## src/rtl/sqrt_pkg.sv

```systemverilog
// sqrt_pkg: shared sizing constants and FSM state type for the square-root unit
// Contents: SQRT_DATA_W radicand width, SQRT_RES_W root width,
//           SQRT_CNT_W iteration-counter width, sqrt_state_t FSM states.
package sqrt_pkg;
  localparam int SQRT_DATA_W = 16;
  localparam int SQRT_RES_W = SQRT_DATA_W / 2;
  localparam int SQRT_CNT_W = $clog2(SQRT_RES_W + 1);
  typedef enum logic {IDLE, CALC} sqrt_state_t;
endpackage

```

## src/rtl/sqrt_iter_unit_if.sv

```systemverilog
// sqrt_iter_unit_if: request/result bundle between the controller FSM and the square-root unit
// Signals: start_sqrt, radicand (controller -> unit);
//          busy, sqrt_done, root, remainder (unit -> controller).
// Modports: master = controller side, slave = square-root unit.
interface sqrt_iter_unit_if #(parameter int DATA_W = 16);
  localparam int RES_W = DATA_W / 2;
  logic start_sqrt;
  logic [DATA_W-1:0] radicand;
  logic busy;
  logic sqrt_done;
  logic [RES_W-1:0] root;
  logic [RES_W:0] remainder;
  modport master (output start_sqrt, radicand, input busy, sqrt_done, root, remainder);
  modport slave (input start_sqrt, radicand, output busy, sqrt_done, root, remainder);
endinterface

```

## src/rtl/sqrt_step.sv

```systemverilog
// sqrt_step: one combinational restoring square-root iteration
// Ports: rem/acc = working remainder and partial root, bits = next two radicand bits,
//        rem_nx/acc_nx = values after this iteration.
module sqrt_step #(parameter int RES_W = 8) (
  input  logic [RES_W+1:0] rem,
  input  logic [RES_W-1:0] acc,
  input  logic [1:0]       bits,
  output logic [RES_W+1:0] rem_nx,
  output logic [RES_W-1:0] acc_nx
);
  logic [RES_W+1:0] rem_sh, trial;
  logic ge;
  assign rem_sh = (rem << 2) | {{RES_W{1'b0}}, bits};
  assign trial = {acc, 2'b01};
  assign ge = rem_sh >= trial;
  assign rem_nx = ge ? rem_sh - trial : rem_sh;
  assign acc_nx = (acc << 1) | {{(RES_W-1){1'b0}}, ge};
endmodule

```

## src/rtl/sqrt_iter_unit.sv

```systemverilog
// sqrt_iter_unit: iterative integer square root, one root bit per clock
// Ports: clk, reset_n (async, active-low), bus (sqrt_iter_unit_if.slave):
//        start_sqrt/radicand in, busy/sqrt_done/root/remainder out.
// Optional macro SQRT_ROUND_EN: root rounds to nearest (saturating); remainder stays floor-based.
module sqrt_iter_unit import sqrt_pkg::*; #(
  parameter int DATA_W = SQRT_DATA_W
) (
  input logic clk,
  input logic reset_n,
  sqrt_iter_unit_if.slave bus
);
  localparam int RES_W = DATA_W / 2;
  localparam int CNT_W = $clog2(RES_W + 1);
  sqrt_state_t state, state_nx;
  logic [DATA_W-1:0] x;
  logic [RES_W+1:0] rem, rem_nx;
  logic [RES_W-1:0] acc, acc_nx, root_fin, root_q;
  logic [RES_W:0] remainder_q;
  logic [CNT_W-1:0] cnt;
  logic done_q, last;
  sqrt_step #(.RES_W(RES_W)) u_step (
    .rem(rem),
    .acc(acc),
    .bits(x[DATA_W-1 -: 2]),
    .rem_nx(rem_nx),
    .acc_nx(acc_nx)
  );
  assign last = cnt == CNT_W'(1);
`ifdef SQRT_ROUND_EN
  // round up when the floor remainder exceeds the floor root, without wrapping past all-ones
  assign root_fin = (rem_nx > {2'b00, acc_nx} && acc_nx != '1) ? acc_nx + RES_W'(1) : acc_nx;
`else
  assign root_fin = acc_nx;
`endif
  always_comb state_nx = state == IDLE ? (bus.start_sqrt ? CALC : IDLE) : (last ? IDLE : CALC);
  always_ff @(posedge clk or negedge reset_n)
    if (!reset_n) state <= IDLE;
    else state <= state_nx;
  always_ff @(posedge clk or negedge reset_n) begin
    if (!reset_n) begin
      x <= '0;
      rem <= '0;
      acc <= '0;
      cnt <= '0;
      done_q <= 1'b0;
      root_q <= '0;
      remainder_q <= '0;
    end else begin
      done_q <= 1'b0;
      if (state == IDLE && bus.start_sqrt) begin
        x <= bus.radicand;
        rem <= '0;
        acc <= '0;
        cnt <= CNT_W'(RES_W);
      end else if (state == CALC) begin
        x <= x << 2;
        rem <= rem_nx;
        acc <= acc_nx;
        cnt <= cnt - CNT_W'(1);
        if (last) begin
          done_q <= 1'b1;
          root_q <= root_fin;
          remainder_q <= rem_nx[RES_W:0];
        end
      end
    end
  end
  assign bus.busy = state == CALC;
  assign bus.sqrt_done = done_q;
  assign bus.root = root_q;
  assign bus.remainder = remainder_q;
endmodule

```

## src/flat_wrapper.sv

```systemverilog
// flat-port wrapper written by rule: the top's interface ports become plain ports
module sqrt_iter_unit_flat import sqrt_pkg::*;
#(
  parameter int DATA_W = SQRT_DATA_W
)
  (clk, reset_n, bus_start_sqrt, bus_radicand, bus_busy, bus_sqrt_done, bus_root, bus_remainder);
  sqrt_iter_unit_if #(.DATA_W(DATA_W)) bus_i ();
  input logic clk;
  input logic reset_n;
  input wire logic [$bits(bus_i.start_sqrt)-1:0] bus_start_sqrt;
  input wire logic [$bits(bus_i.radicand)-1:0] bus_radicand;
  output wire logic [$bits(bus_i.busy)-1:0] bus_busy;
  output wire logic [$bits(bus_i.sqrt_done)-1:0] bus_sqrt_done;
  output wire logic [$bits(bus_i.root)-1:0] bus_root;
  output wire logic [$bits(bus_i.remainder)-1:0] bus_remainder;
  assign bus_i.start_sqrt = bus_start_sqrt;
  assign bus_i.radicand = bus_radicand;
  assign bus_busy = bus_i.busy;
  assign bus_sqrt_done = bus_i.sqrt_done;
  assign bus_root = bus_i.root;
  assign bus_remainder = bus_i.remainder;
  sqrt_iter_unit #(.DATA_W(DATA_W)) u_core (.clk(clk), .reset_n(reset_n), .bus(bus_i));
endmodule
```

## config.mk

```make
export PLATFORM = sky130hd
export DESIGN_NAME = sqrt_iter_unit_flat
export DESIGN_NICKNAME = d
export VERILOG_FILES = /design/src/rtl/sqrt_pkg.sv /design/src/rtl/sqrt_iter_unit_if.sv /design/src/rtl/sqrt_step.sv /design/src/rtl/sqrt_iter_unit.sv /design/src/flat_wrapper.sv
export SDC_FILE = /design/constraint.sdc
export NUM_CORES = 1
export LEC_CHECK = 0
export BUFFER_PORTS_ARGS = -buffer_cell sky130_fd_sc_hd__clkbuf_2
export CAP_MARGIN = 20
export CELL_PAD_IN_SITES_DETAIL_PLACEMENT = 2
export CELL_PAD_IN_SITES_GLOBAL_PLACEMENT = 2
export CORE_AREA = 5 5 68 132
export DETAILED_ROUTE_END_ITERATION = 7
export DIE_AREA = 0 0 73 137
export GPL_TIMING_DRIVEN = 0
export PLACE_DENSITY_LB_ADDON = 0.05
export SYNTH_ARGS = -nofsm -noshare
export SYNTH_HDL_FRONTEND = slang
export SYNTH_HIERARCHICAL = 1
export SYNTH_SLANG_ARGS = --single-unit
```

## constraint.sdc

```tcl
create_clock -name clk -period 3.1 [get_ports clk]
set_input_delay 0.465 -clock clk [delete_from_list [all_inputs] [get_ports clk]]
set_output_delay 0.465 -clock clk [all_outputs]
set_load 0.02 [all_outputs]
```

Word-level counts from Yosys, hierarchy flattened

Index checks and enable logic that the tools add are counted.

Flip-flop bits (word level): 55
Logic and storage cells: 34

Add/subtract/negate cells: 2
Order comparisons: 1
Eq/ne operators: 1
Mux-type cells: 15
Bitwise gates (word level): 4
Reduce and logical (&&, ||, !) cells: 3

Operators by type and width:

| operator                                                           | number |
|---|---|
| 16-bit 2-to-1 mux                                                  | 2 |
| 8-bit 2-to-1 mux                                                   | 4 |
| 10-bit >= comparator                                               | 1 |
| 10-bit by 2-bit bitwise OR with 10-bit output                      | 1 |
| 9-bit 2-to-1 mux                                                   | 1 |
| 9-bit subtractor                                                   | 1 |
| 4-bit 2-to-1 mux                                                   | 2 |
| 8-bit by 1-bit bitwise OR with 8-bit output                        | 1 |
| 1-bit 2-to-1 mux                                                   | 6 |
| 4-bit by 1-bit == test with 1-bit output, second input constant    | 1 |
| 4-bit by 1-bit subtractor with 4-bit output, second input constant | 1 |
| 3-bit AND reduction                                                | 1 |
| 1-bit inverter                                                     | 2 |
| 2-bit nonzero test                                                 | 1 |
| 1-bit logical AND                                                  | 1 |

Depth between registers and ports, before layout

Word-level depth: 5
Mapped depth: 10
Depth with buffers taken out: 8

Modules after synthesis

Netlist, hierarchy kept.

Modules (own cells, without submodules):

| module         | times used | cells each | area an instance (um^2) | seq. area each (um^2) |
|---|---|---|---|---|
| sqrt_iter_unit | 1          | 167        | 2,238.4                 | 1,426.4 |
| sqrt_step      | 1          | 84         | 668.1                   | 0.0 |

Worst setup path before layout

OpenSTA, ideal clock, no wires.

Path kind: register to register
From: reg u_core.rem[0]
To: reg u_core.remainder_q[7] (netlist: u_core/bus.remainder[7])
Setup time: 127 ps
Data arrival time: 2,133 ps
Data required time: 2,973 ps
Path slack: 839 ps
Stages on the path, launching flop included: 9
Clock period less this slack: 2,261 ps
Cells stage by stage: dfrtp_1 ha_1 nor2b_1 o21a_2 o221ai_2 o21a_2 buf_6 mux2_2 mux2_1

Cells in the longest elaborated chain, start to end: 3
Elaborated cells on any way between the ends: 4
Those cells by class: 1 x add/sub; 1 x order compare; 1 x mux; 1 x bitwise

RTL lines:

| what                                                            | line                             | source |
|---|---|---|
| start: declaration                                              | sqrt_iter_unit.sv:16             | `logic [RES_W+1:0] rem, rem_nx;` |
| start signal: assignment                                        | sqrt_iter_unit.sv:57             | `rem <= rem_nx;` |
| 10-bit by 2-bit bitwise OR with 10-bit output (*)               | sqrt_step.sv:13                  | `assign rem_sh = (rem << 2) \| {{RES_W{1'b0}}, bits};` |
| 9-bit subtractor / 10-bit >= comparator (equally long branches) | sqrt_step.sv:16, sqrt_step.sv:15 |  |
| 9-bit 2-to-1 mux (*)                                            | sqrt_step.sv:16                  | `assign rem_nx = ge ? rem_sh - trial : rem_sh;` |
| via u_core.rem_nx[7]                                            | sqrt_iter_unit.sv:16             |  |
| end signal: assignment                                          | sqrt_iter_unit.sv:63             | `remainder_q <= rem_nx[RES_W:0];` |
| end: declaration                                                | sqrt_iter_unit.sv:18             | `logic [RES_W:0] remainder_q;` |

The timed path passes the listed nets; every way through them passes the cells marked *.
A chain may end at the register's enable or synchronous reset.

Worst setup path in the final report

Same ends and word-level chain as after synthesis.

==> results.md <==
- Outcome: finished, final reports clean
- DR pass1 iterations: 4
- Core Area: 7830 um2
- Combinational power share: between 50 and 60%
- DR WL/cell: ~18 um
- Least-Margin Pin Slew: around 0.78 ns
- Power Density: about 1300 nW/um2
- Chip width: 73 um
- WP data required: about 3.3 ns
- Worst Setup End Kind: flop
- NetSw: approximately 1.7 mW
- Crit path DAT: about 2.6 ns
- Global Route met3 Usage: about 2.1%
- Number of fill cells in the layout: roughly 850
- Initial antenna violation count: 0
- CTS tree: yes
- Hold_ws: between 0.2 and 0.3 ns
- Post-DP Area: between 3000 and 4000 um2
- CTS Root Cell: clkbuf_16
- Largest net degree at the start of global routing: between 50 and 60
- Met1 usage: 18.5%
- Finished Cell Area: between 3000 and 4000 um2
- Vias in the first global route: 2177
- Origin of the worst setup path: u_core/rem[0]
- Worst path cell trace: ha_1 -> nor2b_1 -> o21a_2 -> o221ai_2 -> o21a_2 -> buf_6 -> mux2_2 -> mux2_1
- Net Count, Synth: 270
- Sw Share: between 30% and 40%
- Avg Inst Size Synth: between 10 and 15 um2
- Hold Crit Class: input port to asynchronous set/reset pin
- GPL Wtd Cong: 0.758
- Final worst slack: approximately 0.66 ns
- HPWL after DPL: 4950 um
- R2R Path Start: u_core/rem[0]
- Crit start category: flop
- Multi-input gate area: 1210 um2
- Routed Antenna Nets: 0
- Cell Area, Synth: 2770 um2
- Final core occ: 41.8%
- Max-cap violations: 0
- FMAX: 0.410 GHz
- CTS buffer count: 5
- Cts hold-fix bufs: 0
- CP bufs+invs: 1
- Sum of negative setup slack: 0 ns
- Chip height: 137 um
- Power Total: around 4.4 mW
- Clock share of power: about 17%
- CP dominant cell by count: o21a_2
- Layout area overhead: 17.9%
- Worst stage delay on the critical path: about 0.40 ns
- Non-Filler Instances: 379
- Post-route minimum period: around 2.4 ns
- Register area: between 1000 and 1500 um2
- RSZ-0062 raised after global routing: false
- Post-CTS Resized: 0
- CP max FO: 10
- Fin nets: approximately 310
- Lkg Pwr: ~1.6 nW
- Gate Count Post-Synth: between 200 and 250
- DR vias: 1932
- Clock H-tree levels: 2
- Worst path top cell family by delay: multiplexers
- Num ports: 38
- Most frequent cells in the layout: dfrtp_1 (55), clkbuf_2 (35), mux2i_1 (18)
- Iter 0 DRT Violations: 21
- PortBufs: 36
- Final Cycle Share: between 70% and 80%
- CTS Buffer Depth: 2
- Internal power contribution: between 2 and 3 mW
- Final hold vios: 0
- Worst-path clk slew: approximately 0.070 ns
- Post-DR vias/cell: approximately 5.1
- Final setup fails: 0
- Met2 usage: between 20% and 30%
- GRT Total Usage: ~15%
- Slowest CP cell: dfrtp_1
- Clock Sinks: between 50 and 60
- Overflow after GRT: 0
- Detailed-route wire length: 6740 um
- VDD IR-drop max: ~0.55 mV
- Critical path type: flop to flop
- Post-route DRC: 0
- Die Footprint: 10000 um2
- Ys Warns: 6
- Clk_skew: between 0.005 and 0.006 ns
- Clk_lat worst skew: about 0.3 ns
- DP Worst Slack: between 0.6 and 0.7 ns
- Commonest non-fill, non-tap cell in the layout: dfrtp_1
- Slew HR: between 40% and 50%
- Seq pwr share: between 20% and 30%
- Post-CTS Setup Bufs: 0
- Slew Viols, Final: 0
- Initial cell density of the core: between 30% and 40%
- Post-Place Cells: ~370
- Busiest grt layer: met2
- Row cnt: 46
- Layout cells sized above 1: a little over a quarter
- First-pass GRT wire length: 11400 um
- # diodes: 0
## layout make-up
class | count | area share, %
Buffer | 20 | 3.87
Timing Repair Buffer | 36 | 5.59
Clock buffer | 5 | 3.83
Clock inverter | 3 | 2.07
Multi-Input combinational cell | 148 | 37.0
Sequential cell | 55 | 42.1
Inverter | 16 | 1.84
Tap cell | 96 | 3.68
## worst register-to-register path: cells and delay by family (launching register included)
family	cells	cell delay, ns
AOI/OAI and AO/OA	3	0.57
muxes	2	0.67
adders and majority gates	1	0.36
DFF	1	0.40
and+or+nand+nor	1	0.18
buffers and inverters	1	0.15
## final timing paths
| path | end | slack, ns | cells past startpoint |
|---|---|---|---|
| min reg2reg | u_core/bus.root[6] | 0.49 | 1 |
| max | u_core/bus.remainder[7] | 0.66 | 8 |
| max reg2reg | u_core/bus.remainder[7] | 0.66 | 8 |
| min | u_core/x[9] | 0.26 | 1 |
| min in group clk | u_core/x[0] | 0.42 | 3 |
| max in group asynchronous | u_core/bus.root[5] | 2.33 | 1 |
## flip-flops by register name, summed over array words and instances, names as in the netlist
register and count:
u_core/acc 8, u_core/bus.busy 1, u_core/bus.remainder 9, u_core/bus.root 8, u_core/bus.sqrt_done 1, u_core/cnt 4
u_core/rem 8, u_core/x 16
## layer usage
metal / up-vias / part of all wire (%)
li1: 911 / -
met1: 992 / 42
met2: 21 / 54
met3: 8 / 2.2
met4: 0 / 2.0
met5: - / 0
## power groups by stage
stage	clock (mW)	combinational [mW]	sequential [mW]
6_report	0.731	2.40	1.26
5_1_grt	0.788	2.66	1.32
4_1_cts	0.761	2.45	1.27
3_5_place_dp	0	2.42	1.28
3_3_place_gp	0	2.34	1.26
2_1_floorplan	0	1.70	1.36
(Power assumes the default switching activity.)
